$ cat config.mk
export PLATFORM = sky130hd
export DESIGN_NAME = booth_mul_seq
export DESIGN_NICKNAME = d
export VERILOG_FILES = /design/src/rtl/booth_mul_seq.sv
export SDC_FILE = /design/constraint.sdc
export NUM_CORES = 1
export LEC_CHECK = 0
export CAP_MARGIN = 5
export CORE_MARGIN = 10
export CORE_UTILIZATION = 40
export CTS_CLUSTER_DIAMETER = 30
export DETAILED_ROUTE_END_ITERATION = 6
export PLACE_DENSITY = 0.67
export REMOVE_ABC_BUFFERS = 1
export SYNTH_ARGS = -nofsm -noshare
export SYNTH_HDL_FRONTEND = slang
export SYNTH_SLANG_ARGS = --single-unit
$ cat constraint.sdc
create_clock -name clock -period 7.9 [get_ports clock]
set_input_delay 1.58 -clock clock [delete_from_list [all_inputs] [get_ports clock]]
set_output_delay 1.58 -clock clock [all_outputs]
set_load 0.03 [all_outputs]
$ cat src/rtl/booth_mul_seq.sv
// rtl/booth_mul_seq.sv - sequential radix-4 Booth multiplier, one digit per clock, Hi/Lo product
module booth_mul_seq #(
  parameter int WIDTH = 32
) (
  input  logic             clock,
  input  logic             reset_n,
  input  logic             start,
  input  logic             signed_mode,
  input  logic [WIDTH-1:0] A,
  input  logic [WIDTH-1:0] B,
  output logic             busy,
  output logic             done,
  output logic [WIDTH-1:0] Lo,
  output logic [WIDTH-1:0] Hi
);

  localparam int AW = 2*WIDTH + 2;
  localparam int BW = WIDTH + 3;
  localparam int CW = $clog2(WIDTH/2 + 2);

  typedef enum logic [1:0] {IDLE, RUN, DONE} state_t;

  state_t          state, state_nxt;
  logic [AW-1:0]   acc;
  logic [AW-1:0]   mcand;
  logic [BW-1:0]   mplier;
  logic [CW-1:0]   cnt;
  logic [CW-1:0]   ndig;
  logic [AW-1:0]   term;
  logic            launch;
  logic            last;

  assign launch = (state != RUN) && start;
  assign last   = (cnt == ndig);
  assign busy   = (state == RUN);
  assign done   = (state == DONE);

  always_ff @(posedge clock or negedge reset_n) begin
    if (!reset_n) state <= IDLE;
    else          state <= state_nxt;
  end

  always_comb begin
    state_nxt = state;
    case (state)
      IDLE:    if (start) state_nxt = RUN;
      RUN:     if (last)  state_nxt = DONE;
      DONE:    state_nxt = start ? RUN : IDLE;
      default: state_nxt = IDLE;
    endcase
  end

  // mcand already carries the 2i shift, so the digit only picks the multiple
  always_comb begin
    term = '0;
    case (mplier[2:0])
      3'b001, 3'b010: term = mcand;
      3'b011:         term = mcand << 1;
      3'b100:         term = -(mcand << 1);
      3'b101, 3'b110: term = -mcand;
      default:        term = '0;
    endcase
  end

  always_ff @(posedge clock or negedge reset_n) begin
    if (!reset_n) begin
      acc    <= '0;
      mcand  <= '0;
      mplier <= '0;
      cnt    <= '0;
      ndig   <= '0;
      Hi     <= '0;
      Lo     <= '0;
    end else if (launch) begin
      acc    <= '0;
      cnt    <= '0;
      mcand  <= {{(AW-WIDTH){A[WIDTH-1] & signed_mode}}, A};
      // two extension bits on top, implicit B[-1]=0 at the bottom
      mplier <= {{2{B[WIDTH-1] & signed_mode}}, B, 1'b0};
      ndig   <= signed_mode ? CW'(WIDTH/2) : CW'(WIDTH/2 + 1);
    end else if (state == RUN) begin
      if (last) begin
        {Hi, Lo} <= acc[2*WIDTH-1:0];
      end else begin
        acc    <= acc + term;
        mcand  <= mcand << 2;
        mplier <= mplier >> 2;
        cnt    <= cnt + CW'(1);
      end
    end
  end

endmodule

==> qor.yml, run 1 <==
setup_path:
  slowest_stage: "a211oi_1"
  startpoint_type: "flip-flop"
  cpPeakStageDelay_ps: 570
  arrival_ps: 7080
  cp_data_required_time_ps: 8340
  crit_top_cell: "o21ai_0"
  crit_path_end_kind: "flip-flop"
  crit_fanout: 7
  path_cells: "inv_1 > ha_1 > or4b_4 > or2_1 > or3_4 > or3_4 > or2_4 > nor3_2 > nand2b_1 > xnor2_1 > a221oi_1 > a31oi_1 > ha_1 > a21oi_1 > o21ai_0 > a31oi_1 > o21ai_0 > a211oi_1 > o31ai_1 > buf_4 > a31oi_1 > o21ai_0 > xnor2_1 > o21ai_0"
  crit_type: "reg2reg"
layout:
  mostFrequentLayoutCell: "nand2_1"
  fin_util: 0.492
  mostFrequentLayoutCells: "nand2_1, dfrtp_1, o21ai_0, nand3_1, clkdlybuf4s50_1"
  fill_cells: 4065
  area_growth_pct: 21.8
  antenna_cells: 0
  drive_above_1_share: 0.0759
  fin_nets: 2364
route:
  drtIter0Drc: 1525
  dr.pass1.iters: 6
  wl_per_cell_um: 18.8
  wl_um: 53100
  ant_nets: 0
  via_count: 16400
  vias_per_cell: 5.83
  drc: 0
floorplanning:
  die_w_um: 226
  core_region_area_um2: 41900
  std_cell_rows: 75
  io_pins: 134
  start_util: 0.404
  dieHeight_um: 226
  die_area_um2: 50900
clock_tree:
  cts_resized: 0
  clock-sinks: 235
  cts_hold_buf: 0
  htreeDepth: 2
  path_clk_slew_ps: 40
  cts_tree: "done"
  cts_buffers: 60
  cts_max_path_buffers: 3
  clock_latency_ps: 610
  cts_root_buffer: "clkbuf_16"
  post_cts_buffers: 0
synth:
  synth_top_family_by_area: "simple AND/OR/NAND/NOR gates"
  ys_types: 78
  yosysWarnings: 0
  synth-seq-area-share: 0.348
  synth-edff-count: 0
  synth-async-reset-ratio: 1.00
  netlist_instances: 2207
  yosys.area_share.simple: 0.250
  synth.area.mux_share: 0.00778
  syn-cell-area_um2: 16900
  synth_compound_area_frac: 0.219
  synth_xor_xnor_area_share: 0.0731
  ys_seq_elements: 235
  synthAdderAreaFrac: 0.0493
  synth-main-ff-cell: "dfrtp_1"
  avgSynthCellArea_um2: 7.65
placement:
  place_hpwl_um: 36700
  io_buffers: 133
  place.gp.congestion: 0.906
  pre_cts_slack_ps: 1330
run_status:
  status: "completed"
global_route:
  grt_max_degree: 128
  grt_pass1_vias: 15700
  antenna_found_initial: 1
  grt_overflow_total: 0
  grt_pass1_wl_um: 85000
  grt_usage: 0.205
run:
  drv_cap: 0
sta:
  worst_pin_slew_ps: 1130
  slew_violations: 0
  finalCritPeriodShare: 0.841
  relSlewSlack: 0.247
  finClkSkew_ps: 21.5
  rsz0062_at_grt: "false"
  setup_tns_ps: 0
  finalCriticalPeriod_ps: 6640
  worst_slack_ps: 1260
  finalSetupViolCount: 0
  fmax_mhz: 151
  hold_violations: 0
worst_hold_path:
  min_path_type: "reg2reg"
## cells in the mapped netlist, types with 42 or more instances
cell type,n,area share
dfrtp_1,235,0.35
a21oi_1,122,0.036
xor2_1,53,0.027
ha_1,65,0.048
nor2_1,103,0.023
nand2_1,508,0.11
o21ai_0,162,0.048
nand3_1,138,0.041
clkbuf_1,175,0.039
xnor2_1,88,0.046
a31oi_1,42,0.016
a22oi_1,71,0.032
## metal layers
| layer | global-route usage | part of all wire | up-vias |
|---|---|---|---|
| met5 | 0 | 0.00019 | - |
| met4 | 0.0704 | 0.022 | 2 |
| met3 | 0.0412 | 0.074 | 97 |
| met2 | 0.309 | 0.44 | 579 |
| met1 | 0.286 | 0.46 | 7871 |
| li1 | - | - | 7882 |
## worst max-delay path, delay by kind of cell (launching register included)
family	cells	cell delay, ps
adders and majority gates	2	650
buffers and inverters	2	320
DFF	1	410
and+or+nand+nor	7	2310
xor gates and xnor gates	2	240
AOI/OAI and AO/OA	11	2560
## final cells by class
class                      instances  area, µm²  share of cell area
clock buffer                      77       1680              0.0815
clock inverter                    35        490              0.0238
inverter                          33        124             0.00602
multi-input combinational       1740      10200               0.495
sequential                       235       5880               0.286
tap                              539        674              0.0328
timing repair buffer             160       1550              0.0754
## registers in the layout, indices dropped and copies added (netlist names)
register and flops:
Hi 32, Lo 32, acc 64, cnt 5, mcand 64, mplier 34
ndig 2, state 2
## through the flow
| stage | cell area (µm²) | std cells | hold slack, ps |
|---|---|---|---|
| global route | 20600 | 2819 | 487 |
| floorplan | 16100 | 2008 | 446 |
| CTS | 20600 | 2819 | 474 |
| detailed placement | 18400 | 2707 | 463 |
| finish | 20600 | 2819 | 467 |
| global placement | 18400 | 2707 | 457 |
## cell families after synthesis
group | Yosys count
simple gates | 938
compound gates | 582
flops | 235
buf+inv | 232
xor+xnor | 141
fa+ha+maj | 66
mux | 13
## final timing paths
path,slack [ps],start,end,cells past startpoint
worst max-delay path,1260,mcand[0]$_DFFE_PN0P_,acc[49]$_DFFE_PN0P_,24
worst min-delay path,470,Hi[7]$_DFFE_PN0P_,Hi[7]$_DFFE_PN0P_,2
worst max register to register,1260,mcand[0]$_DFFE_PN0P_,acc[49]$_DFFE_PN0P_,24
worst min register to register,470,Hi[7]$_DFFE_PN0P_,Hi[7]$_DFFE_PN0P_,2
max in group asynchronous,5660,reset_n,mcand[50]$_DFFE_PN0P_,2
min in group asynchronous,1000,reset_n,Lo[5]$_DFFE_PN0P_,1
Power of run 1 is not shown: default switching activity piles up to over one toggle a cycle in this logic, so the estimate is an artifact.
==> run 2: changes to the inputs <==
- clock period: 7.9 -> 6.17 ns (I/O delays scaled with it)
==> run 2 against run 1 <==
Net effect:
- clock skew is 26 ps higher
- worst setup slack worse by 970 ps
- cell count is 2.2% higher
- global-route usage is 0.12 points higher
- critical path type unchanged
- die area stayed put
- sequential share of layout area is 0.69 points lower
- largest cell class unchanged
- critical endpoint is now acc[56]$_DFFE_PN0P_
==> qor.yml, run 2 (synthesized netlist as in run 1, its figures left out) <==
worst_hold_path:
  hold_depth: 2
  min_path_type: "reg2reg"
setup_path:
  cp_data_required_time_ps: 6620
  rr_endpoint: "acc[56]$_DFFE_PN0P_"
  crit_path_start: "mcand[1]$_DFFE_PN0P_"
  r2r_setup_slack_ps: 290
  arrival_ps: 6330
  r2r_cells: 26
  worstSetupEndpoint: "acc[56]$_DFFE_PN0P_"
  r2r-start: "mcand[1]$_DFFE_PN0P_"
  crit_path_end_kind: "flip-flop"
  crit_fanout: 6
  crit_type: "reg2reg"
  startpoint_type: "flip-flop"
global_route:
  grt_overflow_total: 0
  grt_pass1_wl_um: 85800
  met2_usage: 0.321
  grtUsageMet1: 0.272
  antenna_found_initial: 0
  busiest_layer: "met2"
  grt_usage: 0.206
  grt_pass1_vias: 16100
  grtUsageMet3: 0.0573
  grt_max_degree: 157
placement:
  placedInstanceArea_um2: 18800
  place.gp.congestion: 0.907
  pre_cts_slack_ps: -50.4
  place_hpwl_um: 37400
  io_buffers: 133
  post-place-cells: 2763
clock_tree:
  path_clk_slew_ps: 50
  clock-sinks: 235
  cts_buffers: 59
  cts_root_buffer: "clkbuf_16"
  cts_tree: "done"
  cts_max_path_buffers: 3
  clock_latency_ps: 620
  cts_hold_buf: 0
  htreeDepth: 2
floorplanning:
  core_region_area_um2: 41900
  die_area_um2: 50900
  std_cell_rows: 75
  start_util: 0.404
  io_pins: 134
  dieHeight_um: 226
  die_w_um: 226
route:
  via_count: 16600
  wl_per_cell_um: 18.7
  drtIter0Drc: 1420
  drc: 0
  wl_um: 53700
  vias_per_cell: 5.76
  ant_nets: 0
  dr.pass1.iters: 5
sta:
  hold_violations: 0
  fmax_mhz: 170
  setup_tns_ps: 0
  rsz0062_at_grt: "true"
  finalSetupViolCount: 0
  finClkSkew_ps: 47.7
  finalCritPeriodShare: 0.953
  relSlewSlack: 0.354
  finalCriticalPeriod_ps: 5880
  slew_violations: 0
  worst_pin_slew_ps: 969
  worst_slack_ps: 290
run:
  drv_cap: 0
layout:
  drive_above_1_share: 0.111
  stdcell_count: 2880
  mostFrequentLayoutCell: "nand2_1"
  stdcell_area_um2: 21100
  largestRegisters: "acc: 64 flops, mcand: 64 flops, mplier: 34 flops"
  fill_cells: 4074
  fin_nets: 2425
  mostFrequentLayoutCells: "nand2_1, dfrtp_1, o21ai_0, nand3_1, clkdlybuf4s50_1"
  antenna_cells: 0
  area_growth_pct: 24.8
run_status:
  status: "completed"
==> run 2: layout make-up <==
| cell class | count | area (µm²) | share of cell area |
|---|---|---|---|
| well taps | 539 | 674 | 0.0320 |
| inverters | 33 | 124 | 0.00587 |
| clock buffers | 65 | 1520 | 0.0720 |
| multi-input cells | 1740 | 10300 | 0.489 |
| clock inverters | 46 | 554 | 0.0263 |
| flip-flops and latches | 235 | 5880 | 0.279 |
| repair buffers | 222 | 2030 | 0.0962 |
==> run 2: worst max-delay path: stages (launching register included) <==
cell and delay, ps:
dfrtp_1 370, inv_1 90, ha_2 210, or4b_4 470
or2_4 280, or3_4 370, or3_4 350, or2_4 260
or4_4 420, nand2_2 80, xnor2_1 80, a221oi_2 280
a31oi_1 80, ha_1 310, buf_4 160, nand4_1 120
nor3_2 60, a221oi_1 270, nand3_1 120, nor2_2 200
o31ai_1 100, buf_4 160, a211oi_1 220, buf_4 170
o21a_1 200, xor2_1 150, o21ai_0 80
==> run 2: what timing repair did <==
item / in CTS / in global routing
setup buffers: 0 / 5
gates resized for setup: 2 / 26
pin swaps: 0 / 8
endpoints found under the setup margin: 4 / 17
==> run 2: worst min-delay path by stage <==
stage,startpoint,end,slack (ps)
final,Hi[5]$_DFFE_PN0P_,Hi[5]$_DFFE_PN0P_,470
after global routing,Hi[14]$_DFFE_PN0P_,Hi[14]$_DFFE_PN0P_,480
after CTS,Hi[25]$_DFFE_PN0P_,Hi[25]$_DFFE_PN0P_,470
after detailed placement,Hi[5]$_DFFE_PN0P_,Hi[5]$_DFFE_PN0P_,460
after global placement,Lo[19]$_DFFE_PN0P_,Lo[19]$_DFFE_PN0P_,460
after floorplan,mplier[10]$_DFFE_PN0P_,mplier[10]$_DFFE_PN0P_,450
==> run 2: layer usage <==
metal / routed length, µm / vias to the layer above / share of wire
li1: - / 7997 / -
met1: 24000 / 7962 / 0.45
met2: 24100 / 532 / 0.45
met3: 4400 / 88 / 0.082
met4: 1190 / 0 / 0.022
met5: 0 / - / 0
==> run 2: stage by stage <==
stage | utilization | hold WS [ps]
2_1_floorplan | - | 446
3_3_place_gp | 0.450 | 458
3_5_place_dp | 0.450 | 463
4_1_cts | 0.500 | 473
5_1_grt | 0.504 | 483
6_report | 0.504 | 468
Power of run 2 is left out for the same reason.
==> run 3: changes to the inputs <==
- CTS_BUF_LIST: default -> sky130_fd_sc_hd__clkbuf_4 sky130_fd_sc_hd__clkbuf_8
==> run 3 against run 2 <==
Net effect:
- utilization fell by 1.2 points
- wire length shrank 0.27%
- fmax grew 0.47%
- hold slack improved by 1.0 ps
- via count hardly changed
- non-clock buffer count is 2 lower
- first-iteration DRC count down 0.70%
- critical path depth stayed put
- sequential cell count did not move
- register-to-register slack improved by 30 ps
- critical path type unchanged
- largest cell class unchanged
- highest routed layer unchanged
==> qor.yml, run 3 (synthesized netlist as in run 1, its figures left out) <==
sta:
  rsz0062_at_grt: "false"
  relSlewSlack: 0.345
  finalCriticalPeriod_ps: 5850
  finalCritPeriodShare: 0.948
  fmax_mhz: 171
  finClkSkew_ps: 47.2
  hold_violations: 0
  finalSetupViolCount: 0
  slew_violations: 0
  hold_ws_ps: 469
  worst_pin_slew_ps: 982
route:
  dr.pass1.iters: 5
  vias_per_cell: 5.74
  wl_per_cell_um: 18.6
  via_count: 16600
  drtIter0Drc: 1410
  wl_um: 53600
  drc: 0
  ant_nets: 0
clock_tree:
  htreeDepth: 3
  cts_max_path_buffers: 3
  clock-sinks: 235
  clock_latency_ps: 660
  cts_tree: "done"
  path_clk_slew_ps: 60
  cts_hold_buf: 0
  cts_root_buffer: "clkbuf_8"
  cts_buffers: 66
setup_path:
  r2r-start: "mcand[1]$_DFFE_PN0P_"
  crit_path_start: "mcand[1]$_DFFE_PN0P_"
  r2r_setup_slack_ps: 320
  cp_data_required_time_ps: 6650
  crit_path_end_kind: "flip-flop"
  r2r_cells: 26
  startpoint_type: "flip-flop"
  arrival_ps: 6340
  rr_endpoint: "acc[56]$_DFFE_PN0P_"
  crit_fanout: 6
  crit_type: "reg2reg"
layout:
  fin_util: 0.492
  stdcell_count: 2887
  largestRegisters: "acc: 64 flops, mcand: 64 flops, mplier: 34 flops"
  mostFrequentLayoutCell: "nand2_1"
  fill_cells: 4166
  area_growth_pct: 21.8
  mostFrequentLayoutCells: "nand2_1, dfrtp_1, o21ai_0, nand3_1, clkdlybuf4s50_1"
  drive_above_1_share: 0.114
  fin_nets: 2430
placement:
  io_buffers: 133
  post-place-cells: 2763
  place_hpwl_um: 37400
  place.gp.congestion: 0.907
global_route:
  grt_overflow_total: 0
  grt_usage: 0.208
  grt_pass1_vias: 16100
  antenna_found_initial: 1
  grt_max_degree: 157
  grt_pass1_wl_um: 85700
floorplanning:
  io_pins: 134
  die_area_um2: 50900
  core_region_area_um2: 41900
  dieHeight_um: 226
  start_util: 0.404
  std_cell_rows: 75
  die_w_um: 226
worst_hold_path:
  whs_endpoint: "Hi[5]$_DFFE_PN0P_"
  min-delay-start: "Hi[5]$_DFFE_PN0P_"
  min_path_type: "reg2reg"
  hold_depth: 2
run_status:
  status: "completed"
run:
  drv_cap: 0
==> run 3: changes by cell type in the layout (fill, tap and decap cells not counted), moves of 3 or more <==
| cell | change |
|---|---|
| inv_6 | -4 |
| clkbuf_4 | +8 |
| clkbuf_1 | -4 |
| clkbuf_8 | +75 |
| clkbuf_16 | -59 |
| clkinv_2 | +4 |
| bufinv_16 | +3 |
| clkinv_4 | -13 |
==> run 3: how the worst max path moves through the flow <==
stage                                  end  slack, ps  depth (start not counted)
CTS                    acc[61]$_DFFE_PN0P_          3                         23
global placement       acc[61]$_DFFE_PN0P_        140                         23
detailed placement     acc[53]$_DFFE_PN0P_        -50                         23
floorplan           mplier[31]$_DFFE_PN0P_       -920                          5
global route           acc[62]$_DFFE_PN0P_         10                         24
finish                 acc[56]$_DFFE_PN0P_        320                         26
==> run 3: metal layers <==
layer / vias to the layer above / part of all wire / track usage
met5: - / 0 / 0
met4: 0 / 0.026 / 0.0800
met3: 110 / 0.090 / 0.0606
met2: 580 / 0.44 / 0.321
met1: 7895 / 0.44 / 0.269
li1: 7996 / - / -
==> run 3: final cells by class <==
| class | instances | area (µm²) | share of cell area |
|---|---|---|---|
| multi-input cells | 1740 | 10300 | 0.499 |
| flip-flops and latches | 235 | 5880 | 0.286 |
| repair buffers | 220 | 2010 | 0.0979 |
| clock buffers | 85 | 1120 | 0.0544 |
| well taps | 539 | 674 | 0.0328 |
| clock inverters | 34 | 483 | 0.0235 |
| inverters | 33 | 124 | 0.00602 |
| diodes | 1 | 2.50 | 0.000122 |
==> run 3: timing repair <==
| action | 4_1_cts | 5_1_grt |
|---|---|---|
| resized for setup | 1 | 24 |
| setup buffers | 0 | 3 |
| gates cloned | 0 | 0 |
| pin swaps | 0 | 6 |
| setup endpoints to repair | 3 | 17 |
==> run 3: per-stage QoR <==
step	cell area, µm²	setup WS [ps]	TNS, ps
global placement	18800	142	0
detailed placement	18800	-50.4	-143
global route	20600	13.9	0
floorplan	16100	-924	-44260
CTS	20400	2.64	0
finish	20600	318	0
==> run 3: critical path, stage by stage (launching register included) <==
cell	delay [ps]
dfrtp_1	380
inv_1	90
ha_2	210
or4b_4	470
or2_4	280
or3_4	370
or3_4	350
or2_4	260
or4_4	420
nand2_2	80
xnor2_1	80
a221oi_2	280
a31oi_1	80
ha_1	310
buf_4	160
nand4_1	120
nor3_2	60
a221oi_1	280
nand3_1	130
nor2_2	210
o31ai_1	110
buf_4	160
a211oi_1	220
buf_4	170
o21a_2	170
xor2_1	140
o21ai_0	80
Power of run 3 is left out for the same reason.
